**src/rtl/riscv_ctrl_pkg.sv**
```systemverilog
// Shared decode/execute control definitions.
// Opcodes, branch codes, the ID/EX control bundle and stage FSM states.
package riscv_ctrl_pkg;

  localparam logic [6:0] OP_R     = 7'b0110011;
  localparam logic [6:0] OP_I     = 7'b0010011;
  localparam logic [6:0] OP_LOAD  = 7'b0000011;
  localparam logic [6:0] OP_S     = 7'b0100011;
  localparam logic [6:0] OP_B     = 7'b1100011;
  localparam logic [6:0] OP_LUI   = 7'b0110111;
  localparam logic [6:0] OP_AUIPC = 7'b0010111;
  localparam logic [6:0] OP_JAL   = 7'b1101111;
  localparam logic [6:0] OP_JALR  = 7'b1100111;

  localparam logic [4:0] BR_NONE = 5'b00000;
  localparam logic [4:0] BR_BEQ  = 5'b01000;
  localparam logic [4:0] BR_BNE  = 5'b01001;
  localparam logic [4:0] BR_BLT  = 5'b01100;
  localparam logic [4:0] BR_BGE  = 5'b01101;
  localparam logic [4:0] BR_BLTU = 5'b01110;
  localparam logic [4:0] BR_BGEU = 5'b01111;
  localparam logic [4:0] BR_JUMP = 5'b11111;

  typedef struct packed {
    logic       load;
    logic       store;
    logic       we;
    logic       type_alu;
    logic       control_alu;
    logic       control_op1;
    logic [2:0] type_dm;
    logic [2:0] funct3;
    logic [2:0] funct_imm;
    logic [1:0] control_rf;
    logic [4:0] br_op;
  } ctrl_bundle_t;

  localparam ctrl_bundle_t BUBBLE = '0;

  typedef enum logic {
    ST_RUN,
    ST_STALL
  } state_e;

  function automatic logic uses_rs1(input logic [6:0] op);
    logic u;
    case (op)
      OP_LUI, OP_AUIPC, OP_JAL: u = 1'b0;
      default:                  u = 1'b1;
    endcase
    return u;
  endfunction

  function automatic logic uses_rs2(input logic [6:0] op);
    logic u;
    case (op)
      OP_R, OP_S, OP_B: u = 1'b1;
      default:          u = 1'b0;
    endcase
    return u;
  endfunction

endpackage

```
**src/rtl/id_ex_ctrl_stage_hazard.sv**
```systemverilog
// Load-use hazard detector: source-use decode of the ID
// instruction compared against a load destination in EX.
module hazard_detect
  import riscv_ctrl_pkg::*;
#(
  parameter int REG_AW = 5
) (
  input  logic              ex_valid_i,
  input  logic              ex_load_i,
  input  logic [REG_AW-1:0] ex_rd_i,
  input  logic              id_valid_i,
  input  logic [6:0]        id_opcode_i,
  input  logic [REG_AW-1:0] id_rs1_i,
  input  logic [REG_AW-1:0] id_rs2_i,
  output logic              hazard_o
);

  logic use1;
  logic use2;
  logic hit1;
  logic hit2;
  logic ld_live;

  assign use1 = uses_rs1(id_opcode_i);
  assign use2 = uses_rs2(id_opcode_i);

  // x0 never carries a produced value, so it never stalls.
  assign ld_live = ex_valid_i & ex_load_i
                 & (ex_rd_i != '0);

  assign hit1 = use1 & (id_rs1_i == ex_rd_i);
  assign hit2 = use2 & (id_rs2_i == ex_rd_i);

  assign hazard_o = ld_live & id_valid_i
                  & (hit1 | hit2);

endmodule

```
**src/rtl/id_ex_ctrl_stage.sv**
```systemverilog
// ID/EX pipeline register for decode control, with load-use
// stall, flush and hold handling plus saturating event counters.
module id_ex_ctrl_stage
  import riscv_ctrl_pkg::*;
#(
  parameter int XLEN   = 32,
  parameter int REG_AW = 5,
  parameter int CNT_W  = 16
) (
  input  logic              clk,
  input  logic              rst,
  input  logic              id_valid,
  input  logic [6:0]        id_opcode,
  input  logic [XLEN-1:0]   id_pc,
  input  logic [REG_AW-1:0] id_rs1,
  input  logic [REG_AW-1:0] id_rs2,
  input  logic [REG_AW-1:0] id_rd,
  input  logic              id_load,
  input  logic              id_store,
  input  logic              id_we,
  input  logic              id_Type_alu,
  input  logic              id_controlALU,
  input  logic              id_controlOp1,
  input  logic [2:0]        id_Type_dm,
  input  logic [2:0]        id_salida_funct3,
  input  logic [2:0]        id_funct_imm,
  input  logic [1:0]        id_controlRF,
  input  logic [4:0]        id_BrOp,
  input  logic              ex_flush,
  input  logic              ex_hold,
  output logic              ex_valid,
  output logic [XLEN-1:0]   ex_pc,
  output logic [REG_AW-1:0] ex_rd,
  output logic              ex_load,
  output logic              ex_store,
  output logic              ex_we,
  output logic              ex_Type_alu,
  output logic              ex_controlALU,
  output logic              ex_controlOp1,
  output logic [2:0]        ex_Type_dm,
  output logic [2:0]        ex_salida_funct3,
  output logic [2:0]        ex_funct_imm,
  output logic [1:0]        ex_controlRF,
  output logic [4:0]        ex_BrOp,
  output logic              stall_if_id,
  output logic              flush_if_id,
  output logic [CNT_W-1:0]  stall_cnt,
  output logic [CNT_W-1:0]  flush_cnt
);

  ctrl_bundle_t      id_ctrl;
  ctrl_bundle_t      ctrl_q, ctrl_d;
  logic              valid_q, valid_d;
  logic [XLEN-1:0]   pc_q, pc_d;
  logic [REG_AW-1:0] rd_q, rd_d;
  logic [CNT_W-1:0]  scnt_q, scnt_d;
  logic [CNT_W-1:0]  fcnt_q, fcnt_d;
  state_e            state_q, state_d;
  logic              hz_raw;
  logic              hazard;

  assign id_ctrl = '{
    load:        id_load,
    store:       id_store,
    we:          id_we,
    type_alu:    id_Type_alu,
    control_alu: id_controlALU,
    control_op1: id_controlOp1,
    type_dm:     id_Type_dm,
    funct3:      id_salida_funct3,
    funct_imm:   id_funct_imm,
    control_rf:  id_controlRF,
    br_op:       id_BrOp
  };

  hazard_detect #(
    .REG_AW (REG_AW)
  ) u_hazard (
    .ex_valid_i  (valid_q),
    .ex_load_i   (ctrl_q.load),
    .ex_rd_i     (rd_q),
    .id_valid_i  (id_valid),
    .id_opcode_i (id_opcode),
    .id_rs1_i    (id_rs1),
    .id_rs2_i    (id_rs2),
    .hazard_o    (hz_raw)
  );

  // In STALL the EX slot already holds the bubble, so the
  // same load/consumer pair cannot trigger a second stall.
  assign hazard = hz_raw & (state_q == ST_RUN);

  assign flush_if_id = ex_flush;
  assign stall_if_id = ~ex_flush & (ex_hold | hazard);

  always_comb begin
    ctrl_d  = ctrl_q;
    valid_d = valid_q;
    pc_d    = pc_q;
    rd_d    = rd_q;
    scnt_d  = scnt_q;
    fcnt_d  = fcnt_q;
    state_d = state_q;
    if (ex_flush) begin
      ctrl_d  = BUBBLE;
      valid_d = 1'b0;
      pc_d    = '0;
      rd_d    = '0;
      state_d = ST_RUN;
      if (fcnt_q != '1)
        fcnt_d = fcnt_q + CNT_W'(1);
    end else if (ex_hold) begin
      state_d = state_q;
    end else if (hazard) begin
      ctrl_d  = BUBBLE;
      valid_d = 1'b0;
      pc_d    = '0;
      rd_d    = '0;
      state_d = ST_STALL;
      if (scnt_q != '1)
        scnt_d = scnt_q + CNT_W'(1);
    end else begin
      ctrl_d  = id_valid ? id_ctrl : BUBBLE;
      valid_d = id_valid;
      pc_d    = id_pc;
      rd_d    = id_rd;
      state_d = ST_RUN;
    end
  end

  always_ff @(posedge clk) begin
    if (rst) begin
      ctrl_q  <= BUBBLE;
      valid_q <= 1'b0;
      pc_q    <= '0;
      rd_q    <= '0;
      scnt_q  <= '0;
      fcnt_q  <= '0;
      state_q <= ST_RUN;
    end else begin
      ctrl_q  <= ctrl_d;
      valid_q <= valid_d;
      pc_q    <= pc_d;
      rd_q    <= rd_d;
      scnt_q  <= scnt_d;
      fcnt_q  <= fcnt_d;
      state_q <= state_d;
    end
  end

  assign ex_valid         = valid_q;
  assign ex_pc            = pc_q;
  assign ex_rd            = rd_q;
  assign ex_load          = ctrl_q.load;
  assign ex_store         = ctrl_q.store;
  assign ex_we            = ctrl_q.we;
  assign ex_Type_alu      = ctrl_q.type_alu;
  assign ex_controlALU    = ctrl_q.control_alu;
  assign ex_controlOp1    = ctrl_q.control_op1;
  assign ex_Type_dm       = ctrl_q.type_dm;
  assign ex_salida_funct3 = ctrl_q.funct3;
  assign ex_funct_imm     = ctrl_q.funct_imm;
  assign ex_controlRF     = ctrl_q.control_rf;
  assign ex_BrOp          = ctrl_q.br_op;
  assign stall_cnt        = scnt_q;
  assign flush_cnt        = fcnt_q;

endmodule

```
**config.mk**
```make
export PLATFORM = sky130hd
export DESIGN_NAME = id_ex_ctrl_stage
export DESIGN_NICKNAME = d
export VERILOG_FILES = /design/src/rtl/riscv_ctrl_pkg.sv /design/src/rtl/id_ex_ctrl_stage_hazard.sv /design/src/rtl/id_ex_ctrl_stage.sv
export SDC_FILE = /design/constraint.sdc
export NUM_CORES = 1
export LEC_CHECK = 0
export CAP_MARGIN = 20
export CELL_PAD_IN_SITES_DETAIL_PLACEMENT = 0
export CELL_PAD_IN_SITES_GLOBAL_PLACEMENT = 1
export CORE_UTILIZATION = 45
export DETAILED_ROUTE_END_ITERATION = 10
export DONT_BUFFER_PORTS = 1
export MAX_ROUTING_LAYER = met4
export PLACE_DENSITY_LB_ADDON = 0.25
export SETUP_SLACK_MARGIN = 0.3
export SYNTH_ARGS = -nofsm -noshare
export SYNTH_HDL_FRONTEND = slang
export SYNTH_SLANG_ARGS = --single-unit
```
**constraint.sdc**
```tcl
create_clock -name clk -period 3 [get_ports clk]
set_clock_uncertainty 0.2 [all_clocks]
set_input_delay 0.45 -clock clk [delete_from_list [all_inputs] [get_ports clk]]
set_output_delay 0.45 -clock clk [all_outputs]
set_load 0.03 [all_outputs]
```
==> run summary <==
Synth cell types - 43
Result of the run - completed
Worst hold path class - primary input to flop
Required time of the critical path - 2350 ps
Share of cells above drive strength 1 - 14.32%
First-pass GRT wire length - 13300 um
Clock tree buffer depth - 2
Clock tree sinks - 93
Post-synth EDFFs - 0
Setup WS pre-CTS - 237.1 ps
Fmax - 0.3780 GHz
Setup TNS - 0 ps
Core box area - 7807 um2
Chip width - 92.38 um
RSZ-0062 raised after global routing - true
Synth cell count leaders - dfxtp_1, a22o_1, nor2_1
Arr. time, crit path - 2000 ps
Drt pass-1 iters - 4
Antenna viol nets, final - 0
Internal - 1.640 mW
Top cells by area, synth - dfxtp_1, a22o_1, xnor2_1
Syn nets - 442
Period utilization - 88.18%
I/O Buffers - 0
FF+latch count, synth - 93
Synth Area per Inst - 10.24 um2
Worst Setup Start Kind - flop
Clock Tree Root - clkbuf_8
CTS tree - built
GRT Residual Overflow - 0
# rows - 32
Initial Utilization - 47.08%
Sequential share of power - 59.2%
Cells after synthesis - 359
DRC - 0
Vias post-DR - 2807
H-tree levels - 3
Die Ht - 92.38 um
VDD IR max - 0.2794 mV
P_leak - 1.604 nW
Initial drt markers - 79
# IOs - 175
Number of vias per cell - 5.694
DRT Wirelength - 8682 um
Clock slew at reported path FFs - 100 ps
CP max FO - 4
Sw Share - 26.74%
Ys Warns - 0
NetSw - 598.4 uW
Fraction of registers with async set/reset - 0%
Clk_lat worst skew - 350 ps
Power density cells - 530.5 nW/um2
Max-slew violations - 0
Final setup viols - 0
GPL Wtd Cong - 0.7259
Power share of the clock group - 35.4%
Max cap viols - 0
Crit path time final - 2645 ps
Fin. Hold Viols - 0
Total GRT Usage - 20.22%
Top cell type's share of synthesized area - 50.65%
Setup ws final - 354.5 ps
Die area - 8534 um2
Area Overhead vs Synth - 14.77%
Seq/Total Area, Yosys - 50.65%
TritonCTS Buffers - 9
DR WL/cell - 17.61 um
Nature of the critical path endpoint - primary output
Cell with the most instances after synthesis - dfxtp_1
Critical path class - flop to primary output
Worst slew pin tran - 942.6 ps
Post-synthesis cell area - 3676 um2
Largest net degree at the start of global routing - 61
Initial antenna violation count - 0
Nets@finish - 469
Area leader, netlist - dfxtp_1
Top FF cell, synth - dfxtp_1
Slew HR - 36.96%
DP HPWL - 6027 um
Antenna Cells - 0
Power share of the combinational group - 5.4%
Number of global-route vias before repair - 2643
final timing paths:
path                    from              end  slack [ps]  depth (start not counted)
max                 ex_rd[2]      stall_if_id         350                          7
min reg2reg          state_q          state_q         300                          2
max reg2reg         ex_rd[2]       ex_BrOp[2]         400                          8
min          id_funct_imm[2]  ex_funct_imm[2]          20                          1
per-layer routing:
metal / part of all wire (%) / vias up / track usage, %
met4: 0.86 / 0 / 5.859
met3: 8.6 / 7 / 7.553
met1: 44 / 1323 / 25.10
met5: 0 / - / -
met2: 47 / 111 / 30.68
li1: - / 1366 / -
critical path, stage by stage, from the launching register on:
cell and delay (ps):
dfxtp_2 320, or4_4 540, o21ai_4 200, nor4_2 50, buf_4 150, nor3_4 180, nor2_1 60, buf_4 160
cell usage in the layout (no fill, tap or decap), types with 6 or more instances in the layout:
| cell | Yosys | final |
|---|---|---|
| nand2_1 | 15 | 15 |
| nor2_1 | 35 | 34 |
| dlygate4sd3_1 | 0 | 13 |
| dfxtp_1 | 93 | 90 |
| o21ai_0 | 6 | 6 |
| a22o_1 | 59 | 59 |
| nor3_1 | 7 | 6 |
| nand3_1 | 15 | 15 |
| clkbuf_8 | 0 | 9 |
| xor2_1 | 7 | 7 |
| xnor2_1 | 20 | 19 |
| a21oi_1 | 6 | 6 |
| or3_1 | 7 | 7 |
| nor2b_1 | 10 | 10 |
| nand4_1 | 6 | 6 |
| buf_4 | 5 | 22 |
| nor4_1 | 9 | 9 |
state kept, by name, indices dropped and copies added (netlist names):
signal            cells
ex_salida_funct3      3
stall_cnt            16
ex_Type_alu           1
state_q               1
ex_pc                32
ex_controlOp1         1
ex_load               1
ex_controlALU         1
flush_cnt            16
ex_Type_dm            3
ex_controlRF          2
ex_funct_imm          3
ex_rd                 5
ex_BrOp               5
ex_we                 1
ex_store              1
ex_valid              1
timing repair:
| action | in CTS | in global routing |
|---|---|---|
| buffers inserted | 0 | 3 |
| gates resized for setup | 2 | 5 |
| endpoints found under the setup margin | 23 | 1 |
| hold buffers | 5 | 8 |
| hold endpoints to repair | 28 | 8 |
| pin swaps | 0 | 4 |
power groups by stage:
stage / sequential (mW) / combinational (mW) / clock [mW]
floorplan: 1.36 / 0.0846 / 0
global placement: 1.35 / 0.0980 / 0
detailed placement: 1.35 / 0.100 / 0
finish: 1.33 / 0.121 / 0.792
global route: 1.33 / 0.132 / 0.875
CTS: 1.33 / 0.111 / 0.819
logic make-up after synthesis:
logic type,after synthesis,synth area share [%]
AOI/OAI and AO/OA,80,17.97
xor gates and xnor gates,27,6.433
adders and majority gates,2,0.6806
buffers and inverters,24,3.404
DFF,93,50.65
muxes,9,2.723
and+or+nand+nor,124,18.14
layout make-up:
class	instances	area (um2)
fillers	729	3588
flip-flops and latches	93	1866
multi-input cells	242	1725
repair buffers	35	295.3
well taps	102	127.6
clock buffers	9	123.9
clock inverters	7	62.56
inverters	5	18.77
stage by stage:
stage          cells  total power [mW]  area [um2]  hold WS [ps]  utilization (%)
6_report         493             2.238        4219         23.54            54.04
5_1_grt          493             2.337        4219      -0.08221            54.04
4_1_cts          482             2.256        4095        0.5242            52.45
3_5_place_dp     461             1.454        3856         280.3            49.39
3_3_place_gp     461             1.452        3856         273.1            49.39
2_1_floorplan    359             1.440        3676         249.6                -
Note: power is estimated with default switching activity, not from simulation.
